### src/rtl/rv_core_pkg.sv
// Shared types and constants for the RV32ICMFA fetch front end.
package rv_core_pkg;

   localparam int CORE_XLEN = 32;

   localparam logic [CORE_XLEN-1:0] INC_C            = 32'd2;
   localparam logic [CORE_XLEN-1:0] INC_I            = 32'd4;
   localparam logic [CORE_XLEN-1:0] DEFAULT_RESET_PC = 32'h0000_0000;

   typedef enum logic [1:0] {
      BOOT = 2'd0,
      RUN  = 2'd1,
      HALT = 2'd2
   } fetch_state_e;

   // Redirect targets are forced to halfword alignment; bit0 is reported separately.
   function automatic logic [CORE_XLEN-1:0] align_pc(input logic [CORE_XLEN-1:0] addr);
      return {addr[CORE_XLEN-1:1], 1'b0};
   endfunction

endpackage

### src/rtl/pc_redirect_arb.sv
// Fixed-priority redirect select: trap over branch over jump.
module pc_redirect_arb
   import rv_core_pkg::*;
#(
   parameter int XLEN = CORE_XLEN
) (
   input  logic            trap_valid,
   input  logic [XLEN-1:0] trap_pc,
   input  logic            br_valid,
   input  logic [XLEN-1:0] br_pc,
   input  logic            jump_valid,
   input  logic [XLEN-1:0] jump_pc,
   output logic            redirect_valid,
   output logic [XLEN-1:0] tgt
);

   // Priority select of the redirect target
   always_comb begin
      redirect_valid = 1'b0;
      tgt            = {XLEN{1'b0}};
      if (trap_valid) begin
         redirect_valid = 1'b1;
         tgt            = trap_pc;
      end else if (br_valid) begin
         redirect_valid = 1'b1;
         tgt            = br_pc;
      end else if (jump_valid) begin
         redirect_valid = 1'b1;
         tgt            = jump_pc;
      end else begin
         redirect_valid = 1'b0;
         tgt            = {XLEN{1'b0}};
      end
   end

endmodule

### src/rtl/fetch_pc_ctrl.sv
// Fetch PC sequencer: redirects, +2/+4 stepping, stall and halt/wake.
// Optional REDIRECT_CNT_EN adds a saturating count of flush cycles.
module fetch_pc_ctrl
   import rv_core_pkg::*;
#(
   parameter logic [31:0] RESET_PC = DEFAULT_RESET_PC,
   parameter int          XLEN     = CORE_XLEN
) (
   input  logic            clk,
   input  logic            reset,
   input  logic            stall_in,
   output logic            if_req_valid,
   input  logic            if_req_ready,
   input  logic            if_is_c,
   output logic [XLEN-1:0] if_pc,
   input  logic            trap_valid,
   input  logic [XLEN-1:0] trap_pc,
   input  logic            br_valid,
   input  logic [XLEN-1:0] br_pc,
   input  logic            jump_valid,
   input  logic [XLEN-1:0] jump_pc,
   input  logic            halt_req,
   input  logic            wake,
   output logic            flush,
   output logic            misalign_err,
   output logic            halted
`ifdef REDIRECT_CNT_EN
   ,
   output logic [31:0]     redirect_cnt
`endif
);

   fetch_state_e    state;
   fetch_state_e    state_n;
   logic [XLEN-1:0] pc_n;
   logic            flush_n;
   logic            misalign_n;
   logic            redirect_valid;
   logic [XLEN-1:0] tgt;
   logic            accept;
   logic [XLEN-1:0] inc;

   pc_redirect_arb #(
      .XLEN (XLEN)
   ) u_arb (
      .trap_valid     (trap_valid),
      .trap_pc        (trap_pc),
      .br_valid       (br_valid),
      .br_pc          (br_pc),
      .jump_valid     (jump_valid),
      .jump_pc        (jump_pc),
      .redirect_valid (redirect_valid),
      .tgt            (tgt)
   );

   assign if_req_valid = (state == RUN) && !stall_in;
   assign accept       = if_req_valid && if_req_ready;
   assign inc          = if_is_c ? INC_C : INC_I;
   assign halted       = (state == HALT);

   // Next-state, next-PC and pulse generation
   always_comb begin
      state_n    = state;
      pc_n       = if_pc;
      flush_n    = 1'b0;
      misalign_n = 1'b0;
      case (state)
         BOOT: begin
            state_n = RUN;
         end
         RUN: begin
            // A redirect squashes any same-cycle accept and drops halt_req.
            if (redirect_valid) begin
               pc_n       = align_pc(tgt);
               flush_n    = 1'b1;
               misalign_n = tgt[0];
               state_n    = RUN;
            end else begin
               if (accept) begin
                  pc_n = if_pc + inc;
               end else begin
                  pc_n = if_pc;
               end
               if (halt_req) begin
                  state_n = HALT;
               end else begin
                  state_n = RUN;
               end
            end
         end
         HALT: begin
            // Only a trap can redirect out of HALT; branch/jump are ignored.
            if (trap_valid) begin
               pc_n       = align_pc(trap_pc);
               flush_n    = 1'b1;
               misalign_n = trap_pc[0];
               state_n    = RUN;
            end else if (wake) begin
               state_n = RUN;
            end else begin
               state_n = HALT;
            end
         end
         default: begin
            state_n = BOOT;
         end
      endcase
   end

   // State, PC and pulse registers
   always_ff @(posedge clk or posedge reset) begin
      if (reset) begin
         state        <= BOOT;
         if_pc        <= RESET_PC;
         flush        <= 1'b0;
         misalign_err <= 1'b0;
      end else begin
         state        <= state_n;
         if_pc        <= pc_n;
         flush        <= flush_n;
         misalign_err <= misalign_n;
      end
   end

`ifdef REDIRECT_CNT_EN
   // Saturating count of cycles with flush asserted
   always_ff @(posedge clk or posedge reset) begin
      if (reset) begin
         redirect_cnt <= 32'd0;
      end else if (flush && (redirect_cnt != 32'hFFFF_FFFF)) begin
         redirect_cnt <= redirect_cnt + 32'd1;
      end else begin
         redirect_cnt <= redirect_cnt;
      end
   end
`endif

endmodule

### config.mk
export PLATFORM = sky130hd
export DESIGN_NAME = fetch_pc_ctrl
export DESIGN_NICKNAME = d
export VERILOG_FILES = /design/src/rtl/rv_core_pkg.sv /design/src/rtl/pc_redirect_arb.sv /design/src/rtl/fetch_pc_ctrl.sv
export SDC_FILE = /design/constraint.sdc
export NUM_CORES = 1
export LEC_CHECK = 0
export BUFFER_PORTS_ARGS = -buffer_cell sky130_fd_sc_hd__buf_4
export CORE_UTILIZATION = 45
export CTS_CLUSTER_SIZE = 24
export DETAILED_ROUTE_END_ITERATION = 8
export PLACE_DENSITY = 0.83
export SLEW_MARGIN = 20
export SYNTH_ARGS = -nofsm -noshare
export SYNTH_HDL_FRONTEND = slang
export SYNTH_HIERARCHICAL = 1
export SYNTH_SLANG_ARGS = --single-unit
export TNS_END_PERCENT = 10
### constraint.sdc
create_clock -name clk -period 2.49 [get_ports clk]
set_input_delay 0.498 -clock clk [delete_from_list [all_inputs] [get_ports clk]]
set_output_delay 0.498 -clock clk [all_outputs]
set_load 0.05 [all_outputs]
==> summary.txt, run 1 <==
global placer's final weighted congestion: 0.897
Post-synth EDFFs: 0
worst path arrival time: 2.62 ns
layout cell share with drive strength beyond 1: 0.310
Setup Viol. Count Final: 0
Avg Inst Size Synth: 7.41 sq um
clk root buf: clkbuf_8
DR vias: 4383
final hold vios: 0
drt first pass iters: 5
Leak: 2.11 nW
core region area: 7690 sq um
H-Tree Depth: 2
XOR/XNOR share of the synthesized area: 0.0295
Slew HR: 0.608
dpl ws: -0.151 ns
Final #Nets: 733
Post-Syn Instances: 481
vias per inst: 6.07
Post-Syn Area: 3570 sq um
largest net degree at the start of global routing: 76
Initial Utilization: 0.464
main combinational cell family by area after synthesis: simple AND/OR/NAND/NOR gates
status: completed
Worst Setup End Kind: register
Min Hold Slack: 0.330 ns
#FFs+latches synth: 35
Worst VDD drop: 0.000510 V
Power Density: 987 nW/um^2
Final min period: 2.46 ns
Iter 0 DRT Violations: 348
overflow left after global routing: 0
Clock Tree Buf Depth: 2
synth unique cells: 59
CTS tree: done
DRC viols: 0
r2r worst-path depth: 8
Power, Total: 4.83 mW
clock skew: 0.00501 ns
synth warn: 6
HP Class: in -> async
Compound-Gate Fraction of Synth Area: 0.286
Die X: 91.0 microns
row cnt: 32
ys flop type: dfrtp_1
CTS Buf Count: 5
clock insertion delay at the later pin of the skew report: 0.29 ns
Critical Path RT: 2.66 ns
Crit Path Category: reg -> reg
Reg clk slew, reported paths: 0.07 ns
Port Buffers: 140
num ports: 142
GRT Total Usage: 0.315
Startpoint Class: register
period utilisation layout: 0.986
mux cell area share after synthesis: 0.0112
# diodes: 0
die height: 91.0 microns
Worst-Margin Slew: 0.586 ns
max_cap viols: 0
antenna violations before repair: 0
Routed WL per cell: 18.0 microns
Post-Syn Nets: 594
Die ar.: 8280 sq um
Final Max Tran Viols: 0
post-synthesis adder-cell area fraction: 0.0267
post-route ant nets: 0
crit path max fanout: 5
ys async rst share: 1.00
first-pass GRT wire length: 21000 microns
sequential element share of the synthesized area: 0.246
vias in the first global route: 4276
fmax: 0.407 GHz
Detailed Route WL: 13000 microns
area grow syn2layout: 37.2%
Synth Area in Simple Gates: 0.316
post-DP HPWL: 9480 microns
clock sink count: 35
post-route setup slack: 0.0345 ns
## path summary, 6_finish.rpt
| kind | start | endpoint | slack, ns |
|---|---|---|---|
| worst max-delay path | if_pc[1] | if_pc[19] | 0.03 |
| max in group asynchronous | reset | if_pc[1] | 1.78 |
| worst min-delay path | reset | if_pc[31] | 0.33 |
| min in group clk | trap_pc[22] | if_pc[22] | 0.43 |
| worst max register to register | if_pc[1] | if_pc[19] | 0.03 |
| worst min register to register | if_pc[30] | if_pc[30] | 0.55 |
## Yosys cell counts (5+ instances only)
| library cell | count | area, sq um |
|---|---|---|
| buf_2 | 6 | 30.0 |
| dfrtp_1 | 35 | 876 |
| nand2_1 | 32 | 120 |
| clkbuf_1 | 16 | 60.1 |
| nand2b_1 | 8 | 50.1 |
| a211oi_1 | 5 | 37.5 |
| or3_1 | 6 | 37.5 |
| a21oi_1 | 89 | 445 |
| a221oi_1 | 5 | 43.8 |
| nand3_1 | 19 | 95.1 |
| xnor2_1 | 8 | 70.1 |
| a22oi_1 | 5 | 37.5 |
| inv_1 | 16 | 60.1 |
| nor2b_1 | 34 | 213 |
| and3_1 | 7 | 43.8 |
| buf_4 | 9 | 67.6 |
| o211ai_1 | 5 | 37.5 |
| buf_6 | 6 | 67.6 |
| nor2_1 | 25 | 93.8 |
| ha_1 | 6 | 75.1 |
| nand4_1 | 10 | 62.6 |
| nor4_1 | 7 | 43.8 |
| nand3b_1 | 33 | 248 |
| o21ai_0 | 26 | 130 |
## cells in the final DEF (no fill, tap or decap), drive strengths merged, types with 6 or more instances in the layout
cell      n
a21oi    90
and3      7
buf     172
clkbuf    6
dfrtp    35
ha        6
inv      16
nand2    32
nand2b    8
nand3    20
nand3b   33
nand4    11
nor2     25
nor2b    34
nor4      7
o21ai    30
or3       6
xnor2     8
## final cells by class
class / count / area (sq um)
clock buffer: 6 / 82.6
clock inverter: 1 / 5.00
fill: 706 / 2800
inverter: 16 / 60.1
multi-input combinational: 390 / 2420
sequential: 35 / 878
tap: 102 / 128
timing repair buffer: 172 / 1320
## routing by layer
layer	vias up	part of all wire	wire length [microns]	track usage
met5	-	0	0	0
met4	0	0.020	261	0.0979
met3	27	0.080	1030	0.0528
met2	240	0.48	6180	0.532
met1	2068	0.42	5510	0.411
li1	2048	-	-	-
## metrics by stage
stage               setup TNS, ns   util  instances  area, sq um
finish                          0  0.636        722         4890
global route             -0.00692  0.636        722         4890
CTS                             0  0.633        720         4870
detailed placement         -0.567  0.622        713         4780
global placement           -0.198  0.622        713         4780
floorplan                       0      -        481         3580
## sequential cells by signal, summed over array words and instances, names as in the netlist
name,count
if_pc,31
state,2
flush,1
misalign_err,1
## worst max-delay path, cell delays in order (launching register included)
cell and delay (ns):
dfrtp_2 0.40, ha_4 0.15, inv_1 0.05, fa_2 0.33, nand4b_1 0.33, or4_4 0.58, and3_1 0.20, a211oi_2 0.20
o21ai_1 0.09
## kinds of logic after synthesis
kind of cell | count (synthesis)
AOI/OAI and AO/OA | 171
xor gates and xnor gates | 12
adders and majority gates | 7
buffers and inverters | 56
DFF | 35
muxes | 4
other | 1
and+or+nand+nor | 195
## report_power, final
group,switching [mW],total [mW],internal [mW]
sequential,0.485,1.34,0.850
clock,0.222,0.440,0.218
combinational,1.97,3.06,1.09
## repair_timing
item,CTS,global route
buffers inserted,0,2
hold buffers,0,0
gates resized for setup,0,2
endpoints found under the setup margin,0,1
No activity file was read; power rests on OpenSTA's default activity.
==> run 2: changes to the inputs <==
- CORE_UTILIZATION: 45 -> 36
- CTS_BUF_LIST: unset -> sky130_fd_sc_hd__clkbuf_16
- MAX_ROUTING_LAYER: unset -> met4
- PLACE_DENSITY: 0.83 -> 0.7
==> run 2 against run 1 <==
First-iteration DRC count fell by 29%. Critical endpoint unchanged. Register-to-register slack improved by 0.14 ns. Largest cell class unchanged. Cell count rose by 4.2%. Global-route usage fell by 4.7 points. Die area grew 24%. Total power up 7.0%. Flip-flop and latch count stayed put. Critical path depth rose by 1.
==> summary.txt, run 2 (synthesis results as in run 1) <==
Worst Setup End Kind: register
clock insertion delay at the later pin of the skew report: 0.28 ns (about the same)
worst path arrival time: 2.48 ns (-0.14 ns)
die height: 102 microns (+12%)
largest net degree at the start of global routing: 76 (unchanged)
period utilisation layout: 0.930 (-0.0563)
Port Buffers: 140 (unchanged)
Finished Core Util: 0.532 (-0.104)
vias per inst: 5.67 (-6.6%)
Power Density: 1030 nW/um^2 (+4.4%)
CTS tree: done
Routed WL per cell: 17.6 microns (-2.2%)
max reg flops: 31 (unchanged)
cts hold-fix bufs: 0 (unchanged)
status: completed
vias in the first global route: 3989 (-6.7%)
drt first pass iters: 5 (unchanged)
overflow left after global routing: 0 (unchanged)
HP Class: in -> async
Final #Nets: 736 (+0.41%)
core region area: 9420 sq um (+22%)
Reg clk slew, reported paths: 0.06 ns (about the same)
Detailed Route WL: 13200 microns (+1.9%)
Final min period: 2.32 ns (-0.140 ns)
row cnt: 35 (+9.4%)
Worst VDD drop: 0.000484 V (-5.0%)
Critical Path RT: 2.66 ns (about the same)
most common cell after layout, fill and taps aside: buf_4
Die X: 102 microns (+12%)
fmax: 0.432 GHz (+6.1%)
clock skew: 0.00603 ns (+0.00102 ns)
Initial Utilization: 0.379 (-0.0851)
post-DP HPWL: 9880 microns (+4.3%)
RSZ-0062 raised after global routing: no
DR vias: 4265 (-2.7%)
Post-CTS Resized: 0 (unchanged)
global placer's final weighted congestion: 0.934 (+4.1%)
final hold vios: 0 (unchanged)
Leak: 2.15 nW (+2.3%)
Setup TNS: 0 ns (unchanged)
num ports: 142 (unchanged)
# diodes: 0 (unchanged)
Startpoint Class: register
Final Max Tran Viols: 0 (unchanged)
top flop regs: if_pc: 31 flops, state: 2 flops
antenna violations before repair: 0 (unchanged)
layout cell share with drive strength beyond 1: 0.308 (-0.00149)
most frequent cells in the layout: buf_4 (173), a21oi_1 (89), nor2b_1 (34), nand3b_1 (33), dfrtp_1 (33)
clock sink count: 35 (unchanged)
Most flops, register: if_pc
crit path max fanout: 5 (unchanged)
Crit Path Category: reg -> reg
clk root buf: clkbuf_16
first-pass GRT wire length: 20800 microns (-0.99%)
Clock Tree Buf Depth: 2 (unchanged)
max_cap viols: 0 (unchanged)
Setup Viol. Count Final: 0 (unchanged)
area grow syn2layout: 40.6%
Slew HR: 0.496 (-0.112)
post-route ant nets: 0 (unchanged)
CTS Buf Count: 5 (unchanged)
dpl ws: -0.168 ns (-0.0168 ns)
Die ar.: 10300 sq um (+24%)
DRC viols: 0 (unchanged)
H-Tree Depth: 2 (unchanged)
Iter 0 DRT Violations: 247 (-29%)
Worst-Margin Slew: 0.755 ns (+0.169 ns)
GRT Total Usage: 0.269 (-0.0465)
Filler cells: 898 (+27%)
post-route setup slack: 0.175 ns (+0.140 ns)
==> run 2: report_power, final <==
group	switching, mW	internal (mW)
combinational	2.01	1.13
sequential	0.465	0.852
clock	0.249	0.463
total	2.72	2.45
==> run 2: area by class of cell <==
| class | count | area [sq um] | area share |
|---|---|---|---|
| inverter | 16 | 60.1 | 0.0120 |
| timing repair buffer | 175 | 1340 | 0.267 |
| tap | 129 | 161 | 0.0322 |
| multi-input combinational | 390 | 2410 | 0.482 |
| clock buffer | 5 | 125 | 0.0250 |
| clock inverter | 2 | 33.8 | 0.00674 |
| sequential | 35 | 878 | 0.175 |
==> run 2: critical path, cell delays in order, from the launching register on <==
cell,delay [ns]
dfrtp_2,0.40
ha_4,0.14
inv_1,0.04
fa_1,0.37
nand4b_1,0.17
buf_4,0.18
or4_4,0.43
and3_1,0.19
a211oi_1,0.20
o21ai_1,0.08
==> run 2: per-stage QoR <==
| step | total power [mW] | hold WS (ns) | area (sq um) | cells |
|---|---|---|---|---|
| finish | 5.17 | 0.346 | 5010 | 752 |
| global route | 5.46 | 0.396 | 5010 | 752 |
| CTS | 5.16 | 0.370 | 5000 | 751 |
| detailed placement | 4.44 | 0.549 | 4850 | 744 |
| global placement | 4.38 | 0.530 | 4850 | 744 |
| floorplan | 3.26 | 0.583 | 3580 | 481 |
==> run 2: routing by layer <==
metal / global-route usage / part of all wire
met4: 0.0725 / 0.014
met1: 0.344 / 0.44
met3: 0.0255 / 0.067
met5: - / 0
met2: 0.451 / 0.48
==> run 2: repair_timing <==
| item | in CTS | in global routing |
|---|---|---|
| buffers inserted | 0 | 1 |
| setup endpoints to repair | 0 | 4 |
| hold endpoints to repair | 0 | 0 |
==> run 2: final timing paths <==
kind	startpoint	to	slack, ns	cells past startpoint
max in group asynchronous	reset	flush	1.56	3
hold / removal	reset	if_pc[16]	0.35	2
setup reg to reg	if_pc[1]	if_pc[19]	0.17	9
setup / recovery	if_pc[1]	if_pc[19]	0.17	9
hold reg to reg	if_pc[1]	if_pc[1]	0.56	2
min in group clk	trap_pc[22]	if_pc[22]	0.46	3
